<file path="config.mk">
export PLATFORM = sky130hd
export DESIGN_NAME = multicycle_controller_flat
export DESIGN_NICKNAME = d
export VERILOG_FILES = /design/src/rtl/multicycle_controller_if.sv /design/src/rtl/multicycle_controller.sv /design/src/flat_wrapper.sv
export SDC_FILE = /design/constraint.sdc
export NUM_CORES = 1
export LEC_CHECK = 0
export ABC_CLOCK_PERIOD_IN_PS = 1300
export BUFFER_PORTS_ARGS = -buffer_cell sky130_fd_sc_hd__buf_4
export CORE_UTILIZATION = 30
export CTS_CLUSTER_DIAMETER = 100
export CTS_CLUSTER_SIZE = 25
export DETAILED_ROUTE_END_ITERATION = 6
export HOLD_SLACK_MARGIN = 0.03
export SLEW_MARGIN = 20
export SYNTH_ARGS = -nofsm -noshare
export SYNTH_HDL_FRONTEND = slang
export SYNTH_SLANG_ARGS = --single-unit
</file>
<file path="constraint.sdc">
create_clock -name clk -period 1.3 [get_ports clk]
set_clock_uncertainty 0.05 [all_clocks]
set_input_delay 0.26 -clock clk [delete_from_list [all_inputs] [get_ports clk]]
set_output_delay 0.26 -clock clk [all_outputs]
set_load 0.005 [all_outputs]
</file>
<file path="src/rtl/multicycle_controller_if.sv">
// Control bus between the multicycle controller and its datapath.
// Signals: op, mem_ready (datapath -> controller); pcwrite, memwrite, irwrite,
// regwrite, alusrca, branch, iord, memtoreg, regdst, linkwrite, alusrcb, pcsrc,
// aluop, illegal, state (controller -> datapath).
// Modports: master = controller side, slave = datapath side.
interface multicycle_controller_if #(
  parameter int unsigned OPW = 4
);
  logic [OPW-1:0] op;
  logic           mem_ready;
  logic           pcwrite;
  logic           memwrite;
  logic           irwrite;
  logic           regwrite;
  logic           alusrca;
  logic           branch;
  logic           iord;
  logic           memtoreg;
  logic           regdst;
  logic           linkwrite;
  logic [1:0]     alusrcb;
  logic [1:0]     pcsrc;
  logic [1:0]     aluop;
  logic           illegal;
  logic [3:0]     state;

  modport master (
    input  op, mem_ready,
    output pcwrite, memwrite, irwrite, regwrite, alusrca, branch, iord,
           memtoreg, regdst, linkwrite, alusrcb, pcsrc, aluop, illegal, state
  );

  modport slave (
    output op, mem_ready,
    input  pcwrite, memwrite, irwrite, regwrite, alusrca, branch, iord,
           memtoreg, regdst, linkwrite, alusrcb, pcsrc, aluop, illegal, state
  );
endinterface

</file>
<file path="src/rtl/multicycle_controller.sv">
// Multicycle control FSM: sequences fetch/decode/memory/ALU/branch/jump steps
// and decodes every datapath enable and mux select from the current state.
// Ports: clk, reset (async, active-low), bus (multicycle_controller_if.master).
// Optional feature macro: MCCTRL_MEMWAIT_EN -- FETCH, MEMRD and MEMWR stall
// until mem_ready; without it mem_ready is ignored and every state is 1 cycle.
module multicycle_controller #(
  parameter int unsigned    OPW     = 4,
  parameter logic [OPW-1:0] OP_ADD  = OPW'(4'b0000),
  parameter logic [OPW-1:0] OP_NAND = OPW'(4'b0010),
  parameter logic [OPW-1:0] OP_SW   = OPW'(4'b1001),
  parameter logic [OPW-1:0] OP_LW   = OPW'(4'b1010),
  parameter logic [OPW-1:0] OP_BEQ  = OPW'(4'b1011),
  parameter logic [OPW-1:0] OP_JAL  = OPW'(4'b1101)
) (
  input  logic                    clk,
  input  logic                    reset,
  multicycle_controller_if.master bus
);

  typedef enum logic [3:0] {
    S_FETCH   = 4'd0,
    S_DECODE  = 4'd1,
    S_MEMADR  = 4'd2,
    S_MEMRD   = 4'd3,
    S_MEMWB   = 4'd4,
    S_MEMWR   = 4'd5,
    S_EXECUTE = 4'd6,
    S_ALUWB   = 4'd7,
    S_BRANCH  = 4'd8,
    S_JUMP    = 4'd9,
    S_TRAP    = 4'd10
  } state_t;

  state_t     r_state;
  state_t     w_next;
  logic       r_illegal;
  logic       w_ready;
  logic       w_pcwrite, w_memwrite, w_irwrite, w_regwrite, w_alusrca;
  logic       w_branch, w_iord, w_memtoreg, w_regdst, w_linkwrite;
  logic [1:0] w_alusrcb, w_pcsrc, w_aluop;

`ifdef MCCTRL_MEMWAIT_EN
  assign w_ready = bus.mem_ready;
`else
  logic w_unused_mem_ready;
  assign w_ready            = 1'b1;
  assign w_unused_mem_ready = bus.mem_ready;
`endif

  // State register; reset forces FETCH immediately.
  always_ff @(posedge clk or negedge reset) begin
    if (!reset) r_state <= S_FETCH;
    else        r_state <= w_next;
  end

  // Trap flag is set on the edge that enters TRAP and only reset clears it.
  always_ff @(posedge clk or negedge reset) begin
    if (!reset)                r_illegal <= 1'b0;
    else if (w_next == S_TRAP) r_illegal <= 1'b1;
  end

  // Next-state and control decode.
  always_comb begin
    w_next      = S_FETCH;
    w_pcwrite   = 1'b0;
    w_memwrite  = 1'b0;
    w_irwrite   = 1'b0;
    w_regwrite  = 1'b0;
    w_alusrca   = 1'b0;
    w_branch    = 1'b0;
    w_iord      = 1'b0;
    w_memtoreg  = 1'b0;
    w_regdst    = 1'b0;
    w_linkwrite = 1'b0;
    w_alusrcb   = 2'b00;
    w_pcsrc     = 2'b00;
    w_aluop     = 2'b00;
    case (r_state)
      S_DECODE: begin
        w_alusrcb = 2'b11;
        if      (bus.op == OP_LW || bus.op == OP_SW)    w_next = S_MEMADR;
        else if (bus.op == OP_ADD || bus.op == OP_NAND) w_next = S_EXECUTE;
        else if (bus.op == OP_BEQ)                      w_next = S_BRANCH;
        else if (bus.op == OP_JAL)                      w_next = S_JUMP;
        else                                            w_next = S_TRAP;
      end
      S_MEMADR: begin
        w_alusrca = 1'b1;
        w_alusrcb = 2'b10;
        if      (bus.op == OP_LW) w_next = S_MEMRD;
        else if (bus.op == OP_SW) w_next = S_MEMWR;
        else                      w_next = S_TRAP;
      end
      S_MEMRD: begin
        w_iord = 1'b1;
        w_next = w_ready ? S_MEMWB : S_MEMRD;
      end
      S_MEMWB: begin
        w_regwrite = 1'b1;
        w_memtoreg = 1'b1;
      end
      S_MEMWR: begin
        // Write strobe stays up for the whole memory wait.
        w_memwrite = 1'b1;
        w_iord     = 1'b1;
        w_next     = w_ready ? S_FETCH : S_MEMWR;
      end
      S_EXECUTE: begin
        w_alusrca = 1'b1;
        w_aluop   = 2'b10;
        w_next    = S_ALUWB;
      end
      S_ALUWB: begin
        w_regwrite = 1'b1;
        w_regdst   = 1'b1;
      end
      S_BRANCH: begin
        w_alusrca = 1'b1;
        w_branch  = 1'b1;
        w_pcsrc   = 2'b01;
        w_aluop   = 2'b01;
      end
      S_JUMP: begin
        w_pcwrite   = 1'b1;
        w_regwrite  = 1'b1;
        w_linkwrite = 1'b1;
        w_pcsrc     = 2'b10;
      end
      S_TRAP: begin
        w_next = S_TRAP;
      end
      default: begin
        // FETCH and any unused code: commit PC/IR only when memory is ready.
        w_pcwrite = w_ready;
        w_irwrite = w_ready;
        w_alusrcb = 2'b01;
        w_next    = w_ready ? S_DECODE : S_FETCH;
      end
    endcase
  end

  assign bus.pcwrite   = w_pcwrite;
  assign bus.memwrite  = w_memwrite;
  assign bus.irwrite   = w_irwrite;
  assign bus.regwrite  = w_regwrite;
  assign bus.alusrca   = w_alusrca;
  assign bus.branch    = w_branch;
  assign bus.iord      = w_iord;
  assign bus.memtoreg  = w_memtoreg;
  assign bus.regdst    = w_regdst;
  assign bus.linkwrite = w_linkwrite;
  assign bus.alusrcb   = w_alusrcb;
  assign bus.pcsrc     = w_pcsrc;
  assign bus.aluop     = w_aluop;
  assign bus.illegal   = r_illegal;
  assign bus.state     = r_state;

endmodule

</file>
<file path="src/flat_wrapper.sv">
// flat-port wrapper written by rule: the top's interface ports become plain ports
module multicycle_controller_flat 
#(
  parameter int unsigned    OPW     = 4,
  parameter logic [OPW-1:0] OP_ADD  = OPW'(4'b0000),
  parameter logic [OPW-1:0] OP_NAND = OPW'(4'b0010),
  parameter logic [OPW-1:0] OP_SW   = OPW'(4'b1001),
  parameter logic [OPW-1:0] OP_LW   = OPW'(4'b1010),
  parameter logic [OPW-1:0] OP_BEQ  = OPW'(4'b1011),
  parameter logic [OPW-1:0] OP_JAL  = OPW'(4'b1101)
)
  (clk, reset, bus_op, bus_mem_ready, bus_pcwrite, bus_memwrite, bus_irwrite, bus_regwrite, bus_alusrca, bus_branch, bus_iord, bus_memtoreg, bus_regdst, bus_linkwrite, bus_alusrcb, bus_pcsrc, bus_aluop, bus_illegal, bus_state);
  multicycle_controller_if #(.OPW(OPW)) bus_i ();
  input  logic clk;
  input  logic reset;
  input wire logic [$bits(bus_i.op)-1:0] bus_op;
  input wire logic [$bits(bus_i.mem_ready)-1:0] bus_mem_ready;
  output wire logic [$bits(bus_i.pcwrite)-1:0] bus_pcwrite;
  output wire logic [$bits(bus_i.memwrite)-1:0] bus_memwrite;
  output wire logic [$bits(bus_i.irwrite)-1:0] bus_irwrite;
  output wire logic [$bits(bus_i.regwrite)-1:0] bus_regwrite;
  output wire logic [$bits(bus_i.alusrca)-1:0] bus_alusrca;
  output wire logic [$bits(bus_i.branch)-1:0] bus_branch;
  output wire logic [$bits(bus_i.iord)-1:0] bus_iord;
  output wire logic [$bits(bus_i.memtoreg)-1:0] bus_memtoreg;
  output wire logic [$bits(bus_i.regdst)-1:0] bus_regdst;
  output wire logic [$bits(bus_i.linkwrite)-1:0] bus_linkwrite;
  output wire logic [$bits(bus_i.alusrcb)-1:0] bus_alusrcb;
  output wire logic [$bits(bus_i.pcsrc)-1:0] bus_pcsrc;
  output wire logic [$bits(bus_i.aluop)-1:0] bus_aluop;
  output wire logic [$bits(bus_i.illegal)-1:0] bus_illegal;
  output wire logic [$bits(bus_i.state)-1:0] bus_state;
  assign bus_i.op = bus_op;
  assign bus_i.mem_ready = bus_mem_ready;
  assign bus_pcwrite = bus_i.pcwrite;
  assign bus_memwrite = bus_i.memwrite;
  assign bus_irwrite = bus_i.irwrite;
  assign bus_regwrite = bus_i.regwrite;
  assign bus_alusrca = bus_i.alusrca;
  assign bus_branch = bus_i.branch;
  assign bus_iord = bus_i.iord;
  assign bus_memtoreg = bus_i.memtoreg;
  assign bus_regdst = bus_i.regdst;
  assign bus_linkwrite = bus_i.linkwrite;
  assign bus_alusrcb = bus_i.alusrcb;
  assign bus_pcsrc = bus_i.pcsrc;
  assign bus_aluop = bus_i.aluop;
  assign bus_illegal = bus_i.illegal;
  assign bus_state = bus_i.state;
  multicycle_controller #(.OPW(OPW), .OP_ADD(OP_ADD), .OP_NAND(OP_NAND), .OP_SW(OP_SW), .OP_LW(OP_LW), .OP_BEQ(OP_BEQ), .OP_JAL(OP_JAL)) u_core (.clk(clk), .reset(reset), .bus(bus_i));
endmodule
</file>
### After elaboration in Yosys (flattened, before gate mapping)

Index checks and enable logic that the tools add are counted.

| word-level totals | value |
|---|---|
| register bits | 5 |
| bits of input ports | 7 |
| output and inout bits | 21 |
| word-level logic and storage cells | 48 |

| cells by class | value |
|---|---|
| equal/unequal tests | 16 |
| mux-type cells | 20 |
| reductions and logical operators | 10 |

Operator list:

| kind | count |
|---|---|
| == test 4 bit, second input constant | 8 |
| case mux 4 bit (6 select lines) | 1 |
| 2-to-1 mux 4 bit | 5 |
| == test 4 x 3 -> 1 bit, second input constant | 4 |
| == test 4 x 2 -> 1 bit, second input constant | 3 |
| 2-to-1 mux 1 bit | 10 |
| OR reduction 10 bit | 1 |
| OR reduction 9 bit | 1 |
| case mux 2 bit (2 select lines) | 2 |
| OR reduction 8 bit | 1 |
| case mux 2 bit (3 select lines) | 1 |
| OR reduction 3 bit | 2 |
| OR reduction 5 bit | 1 |
| == test 4 x 1 -> 1 bit, second input constant | 1 |
| zero test 4 bit | 1 |
| logical OR 1 bit | 2 |
| 2-to-1 mux 2 bit | 1 |
| OR reduction 2 bit | 1 |

### Depth between registers and ports, before layout

| logic depth | value |
|---|---|
| word-level depth | 7 |
| gate-level depth with buffers | 6 |
| gate-level depth less buffers | 4 |

### Worst setup path after synthesis

No wires, ideal clock.

| path | value |
|---|---|
| kind | reg2out |
| start point | register u_core.r_state[3], in the netlist u_core.bus.state[3] |
| end point | output port bus_regwrite |
| arrival time | 1.165 ns |
| data required time | 0.990 ns |
| path slack | -0.175 ns |
| cell stages (with the launch flop) | 6 |
| buffers on the path | 1 |
| path through | dfrtp_1 buf_2 inv_1 nand2_1 nor3_1 nand2b_1 |

| on the way | value |
|---|---|
| longest elaborated chain between the ends | 3 |
| elaborated cells between the ends (all ways) | 5 |
| classes of those cells | eq/ne (3); mux (1); reduce/logical (1) |

RTL lines:

| element | RTL line | text |
|---|---|---|
| from (decl) | multicycle_controller.sv:34 | `state_t r_state;` |
| from (signal assigned) | multicycle_controller.sv:53 | `else r_state <= w_next;` |
| == test 4 x 3 -> 1 bit / == test 4 bit (equally long branches) | multicycle_controller.sv:78 | `case (r_state)` |
| OR reduction 3 bit (no line) (*) | - |  |
| 2-to-1 mux 1 bit (*) | multicycle_controller.sv:78 |  |
| to (decl) | flat_wrapper.sv:21 | `output wire logic [$bits(bus_i.regwrite)-1:0] bus_regwrite;` |

Mark *: on every way between the ends. The rest lies on a longest branch, timed or not.

### Worst setup path in the final report

| path | value |
|---|---|
| start point | register u_core.r_state[2], in the netlist u_core.bus.state[2] |
| end point | output port bus_regwrite |

Same word-level chain as after synthesis.

==> flow_metrics.py <==
metrics = {
    "status": {
        "run_status": "finished with violations",
        "violations": "setup timing",
    },
    "logic_synthesis": {
        "synth_edf_count": 0,
        "ys.flop_type": "dfrtp_1",
        "syn_nets": 84,
        "synth_most_common_cell": "nor2_1",
        "synthDominantCellAreaShare_pct": 22.62,
        "synth.area.top_cells": "dfrtp_1 23%, nand2b_1 9.0%, nor2_1 7.5%, nand2_1 6.8%, nor3_1 6.3%",
        "synth.lib_cells_used.distinct": 26,
        "ys_seq_elements": 5,
        "netlist_instances": 77,
        "synthTopCellsByCount": "11 x nor2_1, 10 x nand2_1, 8 x nand2b_1",
        "yosysTopAreaCell": "dfrtp_1",
        "synth.cell_area_um2": 553.0,
        "avgSynthCellArea_um2": 7.182,
        "async_reset_ff_share_pct": 100.0,
        "ys_warn_count": 0,
        "synth_seq_area_share_pct": 22.62,
    },
    "sta": {
        "finalSetupViolCount": 21,
        "timing.slew.headroom_pct": 77.71,
        "hold_violations": 0,
        "setup_ws_ns": -0.3289,
        "max_freq_mhz": 613.9,
        "fin_crit_sh_pct": 125.3,
        "hold_ws_ns": 0.3041,
        "period_needed_ns": 1.629,
        "tightest_slew_ns": 0.3297,
        "slew_violations": 0,
        "grt_setup_unrepaired": "yes",
    },
    "pwr": {
        "finalPower_uw": 2978,
        "p_per_area_nw_per_um2": 2377,
        "p_leak_uw": 0.0005801,
        "vdd_ir_drop_max_uv": 1566,
    },
    "place": {
        "dp_slack_ns": -0.1535,
        "routabilityCongestion": 0.7858,
        "portBuffers": 26,
        "dp_hpwl_um": 1180,
        "dp.cells": 140,
    },
    "critical_path": {
        "cp_cell_sequence": "buf_6 -> and3_4 -> o21ai_2 -> nand2b_1 -> buf_4",
        "crit_type": "flip-flop to output port",
        "path_max_fanout": 5,
        "cp.arrival_ns": 1.32,
        "slowest_delay_ns": 0.44,
        "end_kind": "output port",
        "cpMaxStageDelayCell": "dfrtp_2",
        "start_kind": "flip-flop",
        "required_ns": 0.99,
    },
    "grt": {
        "grt_pass1_vias": 647,
        "grt.busiest_layer": "met2",
        "use_met3_pct": 4.000,
        "grt_usage_pct": 17.51,
        "overflow": 0,
        "met2_usage_pct": 31.01,
        "grtUsageMet1_pct": 20.79,
        "grt_max_degree": 16,
        "grt_first_pass_wirelength_um": 2635,
        "antenna_found_initial": 0,
    },
    "die": {
        "die_area_um2": 2019,
        "io_pins": 28,
        "dieWidth_um": 44.94,
        "die_h_um": 44.94,
        "core_area_um2": 1727,
        "initial_core_util_pct": 32.03,
        "rows": 15,
    },
    "cts": {
        "numCtsBuffers": 3,
        "clock_sinks": 5,
        "cts_root_buf": "clkbuf_4",
        "cts_tree": "yes",
        "htree_num_levels": 1,
        "clockBufferDepth": 2,
        "clock_latency_ns": 0.24,
        "clk_pin_slew_worst_paths_ns": 0.04,
    },
    "final_layout": {
        "antennaDiodeCount": 0,
        "seq_area_um2": 128.9,
        "nets": 139,
        "fillCellCount": 134,
        "drive_gt1_share_pct": 73.28,
        "area.growth.synth_to_final_pct": 126.5,
        "fin_cells": 156,
        "multiInputGateArea_um2": 524.3,
    },
    "route": {
        "drt_pass1_iterations": 2,
        "totalWireLength_um": 1970,
        "vias": 758,
        "vias_per_cell": 4.859,
        "ant_nets": 0,
        "drt_iter0_drc": 12,
        "post_drt_wl_per_cell_um": 12.63,
        "drc": 0,
    },
    "hold_path": {
        "hp-class": "input pin to asynchronous set/reset pin",
    },
    "job": {
        "maxCapViolations": 0,
    },
}
final timing paths:
path                                     start  slack [ns]  depth (start not counted)             endpoint
max                        u_core.bus.state[2]       -0.33                          5         bus_regwrite
min                                      reset        0.30                          2  u_core.bus.state[2]
max reg2reg                u_core.bus.state[1]       -0.24                          6   u_core.bus.illegal
min reg2reg                 u_core.bus.illegal        0.41                          2   u_core.bus.illegal
max in group asynchronous                reset        0.78                          2  u_core.bus.state[3]
min in group clk                     bus_op[3]        0.37                          4  u_core.bus.state[2]
cells by family (layout without fill, tap and decap cells):
logic type | count (synthesis) | count (layout) | synth area share (%)
buffers and inverters | 11 | 65 | 11.54
AOI/OAI and AO/OA | 16 | 16 | 20.59
xor gates and xnor gates | 3 | 3 | 4.752
and+or+nand+nor | 42 | 42 | 40.50
DFF | 5 | 5 | 22.62
routing by layer:
metal / up-vias / part of all wire (%)
met5: - / 0
met4: 0 / 0.86
met3: 2 / 3.6
met2: 18 / 54
met1: 367 / 42
li1: 371 / -
state kept, by name (all words and copies together) (netlist names):
register and cells:
u_core.bus.illegal 1, u_core.bus.state 4
metrics by stage:
stage          utilization, %  instance area [µm²]  setup TNS [ns]
6_report                72.54                 1252          -4.456
3_5_place_dp            54.35                938.4         -0.7148
3_3_place_gp            54.35                938.4         -0.6593
4_1_cts                 65.65                 1134          -4.563
5_1_grt                 72.54                 1252          -5.650
2_1_floorplan               -                616.8         -0.1322
power breakdown:
part	total [µW]	switching, µW	internal [µW]	leakage, µW
registers	335	114	221	0.0000559
logic	2460	1050	1410	0.000509
clock network	178	62.2	116	0.0000150
cell usage in the layout, fill, tap and decap left out, drive strengths merged, types with 3 or more instances in the layout:
| cell type | n |
|---|---|
| nand2 | 10 |
| clkbuf | 4 |
| buf | 57 |
| nor2 | 11 |
| o21ai | 4 |
| a21oi | 4 |
| inv | 3 |
| nand2b | 8 |
| nor3 | 7 |
| dfrtp | 5 |
worst max-delay path: cells and delay by family, from the launching register on:
kind,cells,cell delay (ns)
DFF,1,0.44
and+or+nand+nor,2,0.24
buffers and inverters,2,0.27
AOI/OAI and AO/OA,1,0.12
cell type report:
| class | instances | area share [%] |
|---|---|---|
| inverters | 3 | 0.8991 |
| clock buffers | 4 | 2.098 |
| multi-input cells | 61 | 41.86 |
| well taps | 25 | 2.498 |
| flip-flops and latches | 5 | 10.29 |
| repair buffers | 58 | 42.36 |
what timing repair did:
action	CTS	global route
gates resized for setup	23	25
pin swaps	6	9
endpoints found under the hold margin	5	0
hold buffers	1	0
setup endpoints to repair	21	24
buffers inserted	9	2
Power figures use the tool's default switching activity.
